--- src/rtl/rf_dump_reader_if.sv ---
// Output stream of the register-file dump engine: one (address, data)
// beat per valid/ready handshake. The dump engine is the master and the
// debug consumer is the slave.
interface rf_dump_reader_if #(
    parameter int ADDR_W = 5,
    parameter int DATA_W = 32
) ();

    logic              dump_valid;
    logic              dump_ready;
    logic [ADDR_W-1:0] dump_addr;
    logic [DATA_W-1:0] dump_data;

    modport master (
        output dump_valid,
        output dump_addr,
        output dump_data,
        input  dump_ready
    );

    modport slave (
        input  dump_valid,
        input  dump_addr,
        input  dump_data,
        output dump_ready
    );

endinterface

--- src/rtl/rf_dump_reader.sv ---
// Debug read-out engine for the integer register file.
//
// On start the engine walks the register file through one read port and
// streams every register out as an (address, data) beat. Each register
// takes an ADDR cycle (read address stable, value captured at the end of
// the cycle) followed by at least one SEND cycle (beat presented until the
// consumer accepts it), so a full walk costs two cycles per register with
// the consumer always ready.
//
// The register file's read port is combinational and returns the value
// from before any write landing in the same cycle, so the write port is
// snooped during the capture cycle and a matching write is forwarded into
// the beat. x0 is hard-wired to zero in the register file, so writes aimed
// at it are never forwarded.
module rf_dump_reader #(
    parameter int NUM_REGS = 32,
    parameter int ADDR_W   = 5,
    parameter int DATA_W   = 32,
    parameter int SKIP_X0  = 1
) (
    input  logic              clk,
    input  logic              rst,

    input  logic              start,
    input  logic              abort,

    output logic [ADDR_W-1:0] rg_rd_addr,
    input  logic [DATA_W-1:0] rg_rd_data,

    input  logic              rg_wrt_en,
    input  logic [ADDR_W-1:0] rg_wrt_dest,
    input  logic [DATA_W-1:0] rg_wrt_data,

    rf_dump_reader_if.master  dump,

    output logic              busy,
    output logic              done
);

    // First register visited: x1 when x0 is skipped, otherwise x0.
    localparam logic [ADDR_W-1:0] FIRST_IDX = (SKIP_X0 != 0) ? ADDR_W'(1) : '0;

    // Last register visited; the walk stops here and never wraps.
    localparam logic [ADDR_W-1:0] LAST_IDX  = ADDR_W'(NUM_REGS - 1);

    typedef enum logic [1:0] {
        IDLE = 2'd0,
        ADDR = 2'd1,
        SEND = 2'd2,
        FIN  = 2'd3
    } state_t;

    state_t            state;
    logic [ADDR_W-1:0] idx;

    logic              beat_valid;
    logic [ADDR_W-1:0] beat_addr;
    logic [DATA_W-1:0] beat_data;

    logic              fwd_hit;
    logic [DATA_W-1:0] fwd_data;
    logic              handshake;
    logic              at_last;

    // The read address is the walk index itself, so it is a register and
    // stays stable for the whole ADDR cycle.
    assign rg_rd_addr      = idx;

    assign dump.dump_valid = beat_valid;
    assign dump.dump_addr  = beat_addr;
    assign dump.dump_data  = beat_data;

    // Pick the value to capture: a same-cycle write to the register being
    // read wins over the stale read-port value, except for x0.
    always_comb begin
        fwd_hit   = rg_wrt_en && (rg_wrt_dest == idx) && (idx != '0);
        fwd_data  = fwd_hit ? rg_wrt_data : rg_rd_data;
        handshake = beat_valid && dump.dump_ready;
        at_last   = (idx == LAST_IDX);
    end

    // Walk sequencer: all outputs are registered here, including the
    // one-cycle done pulse that marks the FIN state.
    always_ff @(posedge clk) begin
        if (!rst) begin
            state      <= IDLE;
            idx        <= '0;
            beat_valid <= 1'b0;
            beat_addr  <= '0;
            beat_data  <= '0;
            busy       <= 1'b0;
            done       <= 1'b0;
        end else begin
            done <= 1'b0;

            case (state)
                IDLE: begin
                    if (start && !abort) begin
                        idx   <= FIRST_IDX;
                        busy  <= 1'b1;
                        state <= ADDR;
                    end
                end

                ADDR: begin
                    if (abort) begin
                        beat_valid <= 1'b0;
                        busy       <= 1'b0;
                        state      <= IDLE;
                    end else begin
                        beat_data  <= fwd_data;
                        beat_addr  <= idx;
                        beat_valid <= 1'b1;
                        state      <= SEND;
                    end
                end

                SEND: begin
                    if (abort) begin
                        beat_valid <= 1'b0;
                        busy       <= 1'b0;
                        state      <= IDLE;
                    end else if (handshake) begin
                        beat_valid <= 1'b0;
                        if (at_last) begin
                            done  <= 1'b1;
                            state <= FIN;
                        end else begin
                            idx   <= idx + ADDR_W'(1);
                            state <= ADDR;
                        end
                    end
                end

                FIN: begin
                    beat_valid <= 1'b0;
                    busy       <= 1'b0;
                    state      <= IDLE;
                end

                default: begin
                    beat_valid <= 1'b0;
                    busy       <= 1'b0;
                    state      <= IDLE;
                end
            endcase
        end
    end

endmodule

--- src/flat_wrapper.sv ---
// flat-port wrapper written by rule: the top's interface ports become plain ports
module rf_dump_reader_flat 
#(
    parameter int NUM_REGS = 32,
    parameter int ADDR_W   = 5,
    parameter int DATA_W   = 32,
    parameter int SKIP_X0  = 1
)
  (clk, rst, start, abort, rg_rd_addr, rg_rd_data, rg_wrt_en, rg_wrt_dest, rg_wrt_data, busy, done, dump_dump_valid, dump_dump_addr, dump_dump_data, dump_dump_ready);
  rf_dump_reader_if #(.ADDR_W(ADDR_W), .DATA_W(DATA_W)) dump_i ();
  input  logic clk;
  input  logic rst;
  input  logic start;
  input  logic abort;
  output logic [ADDR_W-1:0] rg_rd_addr;
  input  logic [DATA_W-1:0] rg_rd_data;
  input  logic rg_wrt_en;
  input  logic [ADDR_W-1:0] rg_wrt_dest;
  input  logic [DATA_W-1:0] rg_wrt_data;
  output logic busy;
  output logic done;
  output wire logic [$bits(dump_i.dump_valid)-1:0] dump_dump_valid;
  output wire logic [$bits(dump_i.dump_addr)-1:0] dump_dump_addr;
  output wire logic [$bits(dump_i.dump_data)-1:0] dump_dump_data;
  input wire logic [$bits(dump_i.dump_ready)-1:0] dump_dump_ready;
  assign dump_dump_valid = dump_i.dump_valid;
  assign dump_dump_addr = dump_i.dump_addr;
  assign dump_dump_data = dump_i.dump_data;
  assign dump_i.dump_ready = dump_dump_ready;
  rf_dump_reader #(.NUM_REGS(NUM_REGS), .ADDR_W(ADDR_W), .DATA_W(DATA_W), .SKIP_X0(SKIP_X0)) u_core (.clk(clk), .rst(rst), .start(start), .abort(abort), .rg_rd_addr(rg_rd_addr), .rg_rd_data(rg_rd_data), .rg_wrt_en(rg_wrt_en), .rg_wrt_dest(rg_wrt_dest), .rg_wrt_data(rg_wrt_data), .dump(dump_i), .busy(busy), .done(done));
endmodule
--- config.mk ---
export PLATFORM = sky130hd
export DESIGN_NAME = rf_dump_reader_flat
export DESIGN_NICKNAME = d
export VERILOG_FILES = /design/src/rtl/rf_dump_reader_if.sv /design/src/rtl/rf_dump_reader.sv /design/src/flat_wrapper.sv
export SDC_FILE = /design/constraint.sdc
export NUM_CORES = 1
export LEC_CHECK = 0
export BUFFER_PORTS_ARGS = -buffer_cell sky130_fd_sc_hd__buf_2
export CORE_ASPECT_RATIO = 0.6
export CORE_MARGIN = 1
export CORE_UTILIZATION = 48
export DETAILED_ROUTE_END_ITERATION = 8
export GPL_ROUTABILITY_DRIVEN = 0
export GPL_TIMING_DRIVEN = 0
export PLACE_DENSITY = 0.85
export SETUP_SLACK_MARGIN = 0.5
export SLEW_MARGIN = 10
export SYNTH_ARGS = -nofsm -noshare
export SYNTH_HDL_FRONTEND = slang
export SYNTH_SLANG_ARGS = --single-unit
--- constraint.sdc ---
create_clock -name clk -period 3.3 [get_ports clk]
set_input_delay 0.495 -clock clk [delete_from_list [all_inputs] [get_ports clk]]
set_output_delay 0.495 -clock clk [all_outputs]
set_load 0.02 [all_outputs]
==> impl_table.tex <==
\begin{tabular}{lr}
\hline
Metric & Value \\
\hline
\multicolumn{2}{l}{\textbf{STA}} \\
\quad Total negative slack for setup checks & 0 ps \\
\quad Number of setup violations in the final report & 0 \\
\quad Final Max Slew Viols & 0 \\
\quad Least setup slack across all paths after layout & 1120 ps \\
\quad Slew @ Worst Pin & about 460 ps \\
\quad Highest clock rate & between 0.4 and 0.5 GHz \\
\quad Period utilisation layout & between 60\% and 70\% \\
\quad Unrepaired setup endpoints after global routing & no \\
\quad Final period demand of the worst path & between 2000 and 2500 ps \\
\quad Worst clock skew & 3.40 ps \\
\quad Post-Route Hold Slack & between 400 and 500 ps \\
\quad Worst-case headroom to the max-slew limit & 69.1\% \\
\quad Final hold violation count & 0 \\
\multicolumn{2}{l}{\textbf{Logic synthesis}} \\
\quad Post-synth top area cell & dfxtp\_1 \\
\quad Number of enable flip-flop cells after synthesis & 0 \\
\quad FFs w/ async S/R, synth & 0\% \\
\quad Largest cells by area after synthesis & dfxtp\_1 42\%, o221a\_1 16\%, o21a\_1 11\% \\
\quad Most numerous cell in the Yosys netlist & dfxtp\_1 \\
\quad Cells after Synth & about 210 \\
\quad Count of synthesis-stage warnings from yosys & 0 \\
\quad Avg Inst Size Synth & about 10 µm² \\
\quad Most common library cells after synthesis & 47 x dfxtp\_1, 34 x o21a\_1, 31 x o221a\_1 \\
\quad Area fraction of the dominant cell type after synthesis & between 40\% and 50\% \\
\quad Share of the yosys chip area belonging to registers & around two fifths \\
\quad Most frequently used flop master after synthesis & dfxtp\_1 \\
\quad Total standard cell area after synthesis & 2240 µm² \\
\quad Post-Syn Nets & around 300 \\
\quad Number of unique standard cell types used by synthesis & 36 \\
\quad Synth Register Bits & 47 \\
\multicolumn{2}{l}{\textbf{Clocking}} \\
\quad TritonCTS clock tree & built \\
\quad Clock Tree Root & clkbuf\_8 \\
\quad H-tree depth reported by CTS & 2 \\
\quad Reg clk slew, reported paths & around 80 ps \\
\quad Maximum clock path buffer count & 2 \\
\quad Post CTS Setup Buffer Count & 0 \\
\quad Post\_cts resized & 0 \\
\quad Clk sink count & 47 \\
\quad Latest clock arrival within the worst-skew pair & slightly below 300 ps \\
\quad Clock buffers created by TritonCTS & 5 \\
\quad Post-cts hold buffer count & 0 \\
\multicolumn{2}{l}{\textbf{Power and ir drop}} \\
\quad Portion of total power attributed to sequential cells & 46.0\% \\
\quad Share of total power in the clock network & 31.7\% \\
\quad Net switching fraction of the power & a little over a quarter \\
\quad Pwr Total & about 1.4 mW \\
\quad Worst IR drop on VDD & 246 µV \\
\quad Internal power component & $\sim$1 mW \\
\quad Power share of the combinational group & 22.2\% \\
\quad Static Leakage & roughly 1.4 nW \\
\quad Power density cells & roughly 460 nW/µm² \\
\quad Power spent charging and discharging nets & roughly 0.38 mW \\
\multicolumn{2}{l}{\textbf{Placement}} \\
\quad Cell Count Post-Placement & 392 \\
\quad HPWL after DPL & around 4600 µm \\
\quad Post-detailed-placement cell area & approximately 2900 µm² \\
\quad \# port buffers & around 120 \\
\quad Pre-CTS setup slack & 1200 ps \\
\multicolumn{2}{l}{\textbf{Floorplanning}} \\
\quad Site row count & 18 \\
\quad Width of the die & roughly 90 µm \\
\quad Vertical extent of the die & around 55 µm \\
\quad Die Outline Area & just under 5000 µm² \\
\quad I/O pin count & 120 \\
\quad Effective utilization at floorplan & a little over half \\
\quad Placeable core region & roughly 4300 µm² \\
\multicolumn{2}{l}{\textbf{Run status}} \\
\quad Status & complete, no violations \\
\multicolumn{2}{l}{\textbf{Detailed routing}} \\
\quad Initial DRC count & 80 \\
\quad Vias after detailed routing & $\sim$2200 \\
\quad Final routed DRC violation total & 0 \\
\quad Antenna Violating Nets Remaining & 0 \\
\quad Total Routed Length & about 5800 µm \\
\quad Detail-routed net length per standard cell & around 15 µm \\
\quad Average via count per standard cell & 5.44 \\
\quad First-pass DRT Iterations & 4 \\
\multicolumn{2}{l}{\textbf{Critical path}} \\
\quad Critical Path AT & between 2000 and 2500 ps \\
\quad Critical path buffers and inverters & 0 \\
\quad Class of the most critical setup path & flip-flop to flip-flop \\
\quad Kind of capture point of the worst setup path & flip-flop \\
\quad Required arrival time at the worst endpoint & between 3000 and 4000 ps \\
\quad Startpoint Class & flip-flop \\
\quad Slowest CP cell & a211oi\_1 \\
\quad Cell mode on critical path & ha\_1 \\
\quad Gate family responsible for the most delay along the worst path & compound AO/OA/AOI/OAI gates \\
\quad Crit path cell chain & ha\_1 -> and3\_1 -> ha\_1 -> nand3b\_1 -> a211oi\_1 -> a2bb2oi\_1 -> nor2b\_1 \\
\quad Peak fanout along the critical path & 8 \\
\quad Crit path largest cell delay & approximately 480 ps \\
\multicolumn{2}{l}{\textbf{Global routing}} \\
\quad Largest net degree at the start of global routing & 15 \\
\quad Vias in the first global route & 1868 \\
\quad GRT overflow & 0 \\
\quad Global-route track usage on met2 & approximately a third \\
\quad Global-route wire length before repair & about 8900 µm \\
\quad Met3 capacity usage during global routing & between 5 and 6\% \\
\quad Met1 global-route usage & between 30 and 40\% \\
\quad Global Route Usage Sum & 23.1\% \\
\quad Busiest layer in global routing & met1 \\
\quad Initial antenna violation count & 0 \\
\multicolumn{2}{l}{\textbf{Finish}} \\
\quad Layout-stage area growth over the synthesis result & 35.0\% \\
\quad Post-Layout Cell Count & 400 \\
\quad Final core utilization & a little over two thirds \\
\quad Ant diodes & 0 \\
\quad Share of post-route cells with drive strength above 1 & between 40\% and 50\% \\
\quad Number of fill cells & between 300 and 400 \\
\quad Final \#Nets & between 400 and 500 \\
\quad Final standard cell area without fillers & roughly 3000 µm² \\
\multicolumn{2}{l}{\textbf{Hold path}} \\
\quad Worst min-delay path class & primary input to flip-flop \\
\multicolumn{2}{l}{\textbf{Flow run}} \\
\quad Number of maximum-capacitance constraint violations & 0 \\
\hline
\end{tabular}
## flip-flops by register name (all words and copies together) (netlist names)
register,flops
u_core.dump.dump_valid,1
u_core.state,2
u_core.busy,1
u_core.done,1
u_core.dump.dump_addr,5
u_core.rg_rd_addr,5
u_core.dump.dump_data,32
## worst paths after layout
check | startpoint | slack [ps] | endpoint | cells after the start
min reg2reg | u_core.dump.dump_addr[0] | 470 | u_core.dump.dump_addr[0] | 2
min | rg_rd_data[5] | 450 | u_core.dump.dump_data[5] | 2
max reg2reg | u_core.rg_rd_addr[0] | 1120 | u_core.rg_rd_addr[1] | 7
max | u_core.rg_rd_addr[0] | 1120 | u_core.rg_rd_addr[1] | 7
## area by class of cell
cell class / instances / area (µm²) / share of cell area (%)
clock inverters: 2 / 35.0 / 1.16
inverters: 5 / 18.8 / 0.621
repair buffers: 118 / 591 / 19.5
well taps: 60 / 75.1 / 2.48
flip-flops and latches: 47 / 941 / 31.1
multi-input cells: 145 / 1190 / 39.3
clock buffers: 6 / 82.6 / 2.73
plain buffers: 17 / 92.6 / 3.06
## power by group through the flow
stage / Combinational, mW / Sequential (mW) / Clock (mW)
floorplan: 0.139 / 0.697 / 0
global placement: 0.301 / 0.646 / 0
detailed placement: 0.307 / 0.648 / 0
CTS: 0.308 / 0.635 / 0.442
global route: 0.334 / 0.641 / 0.465
finish: 0.306 / 0.634 / 0.437
## logic make-up after synthesis
| logic type | count (synthesis) | synth area share [%] |
|---|---|---|
| compound gates | 87 | 34.3 |
| mux | 3 | 1.34 |
| flops | 47 | 42.0 |
| xor+xnor | 5 | 1.95 |
| buf+inv | 22 | 4.97 |
| fa+ha+maj | 8 | 4.47 |
| simple gates | 42 | 11.0 |
## layout by cell type, fill, tap and decap left out, drive strengths merged, types with 3 or more instances in the layout
| cell | instances |
|---|---|
| o221a | 32 |
| nand2 | 14 |
| buf | 126 |
| a21boi | 8 |
| nor3 | 3 |
| xnor2 | 3 |
| nor2b | 6 |
| clkbuf | 15 |
| inv | 5 |
| o21ai | 3 |
| mux2i | 3 |
| o21a | 34 |
| a21oi | 4 |
| ha | 8 |
| dfxtp | 47 |
| nor2 | 4 |
| nand2b | 4 |
## routing by layer
| layer | vias up | part of all wire (%) |
|---|---|---|
| li1 | 1059 | - |
| met1 | 1018 | 50 |
| met2 | 90 | 42 |
| met3 | 7 | 7.0 |
| met4 | 0 | 1.0 |
| met5 | - | 0 |
(Power assumes the default switching activity.)
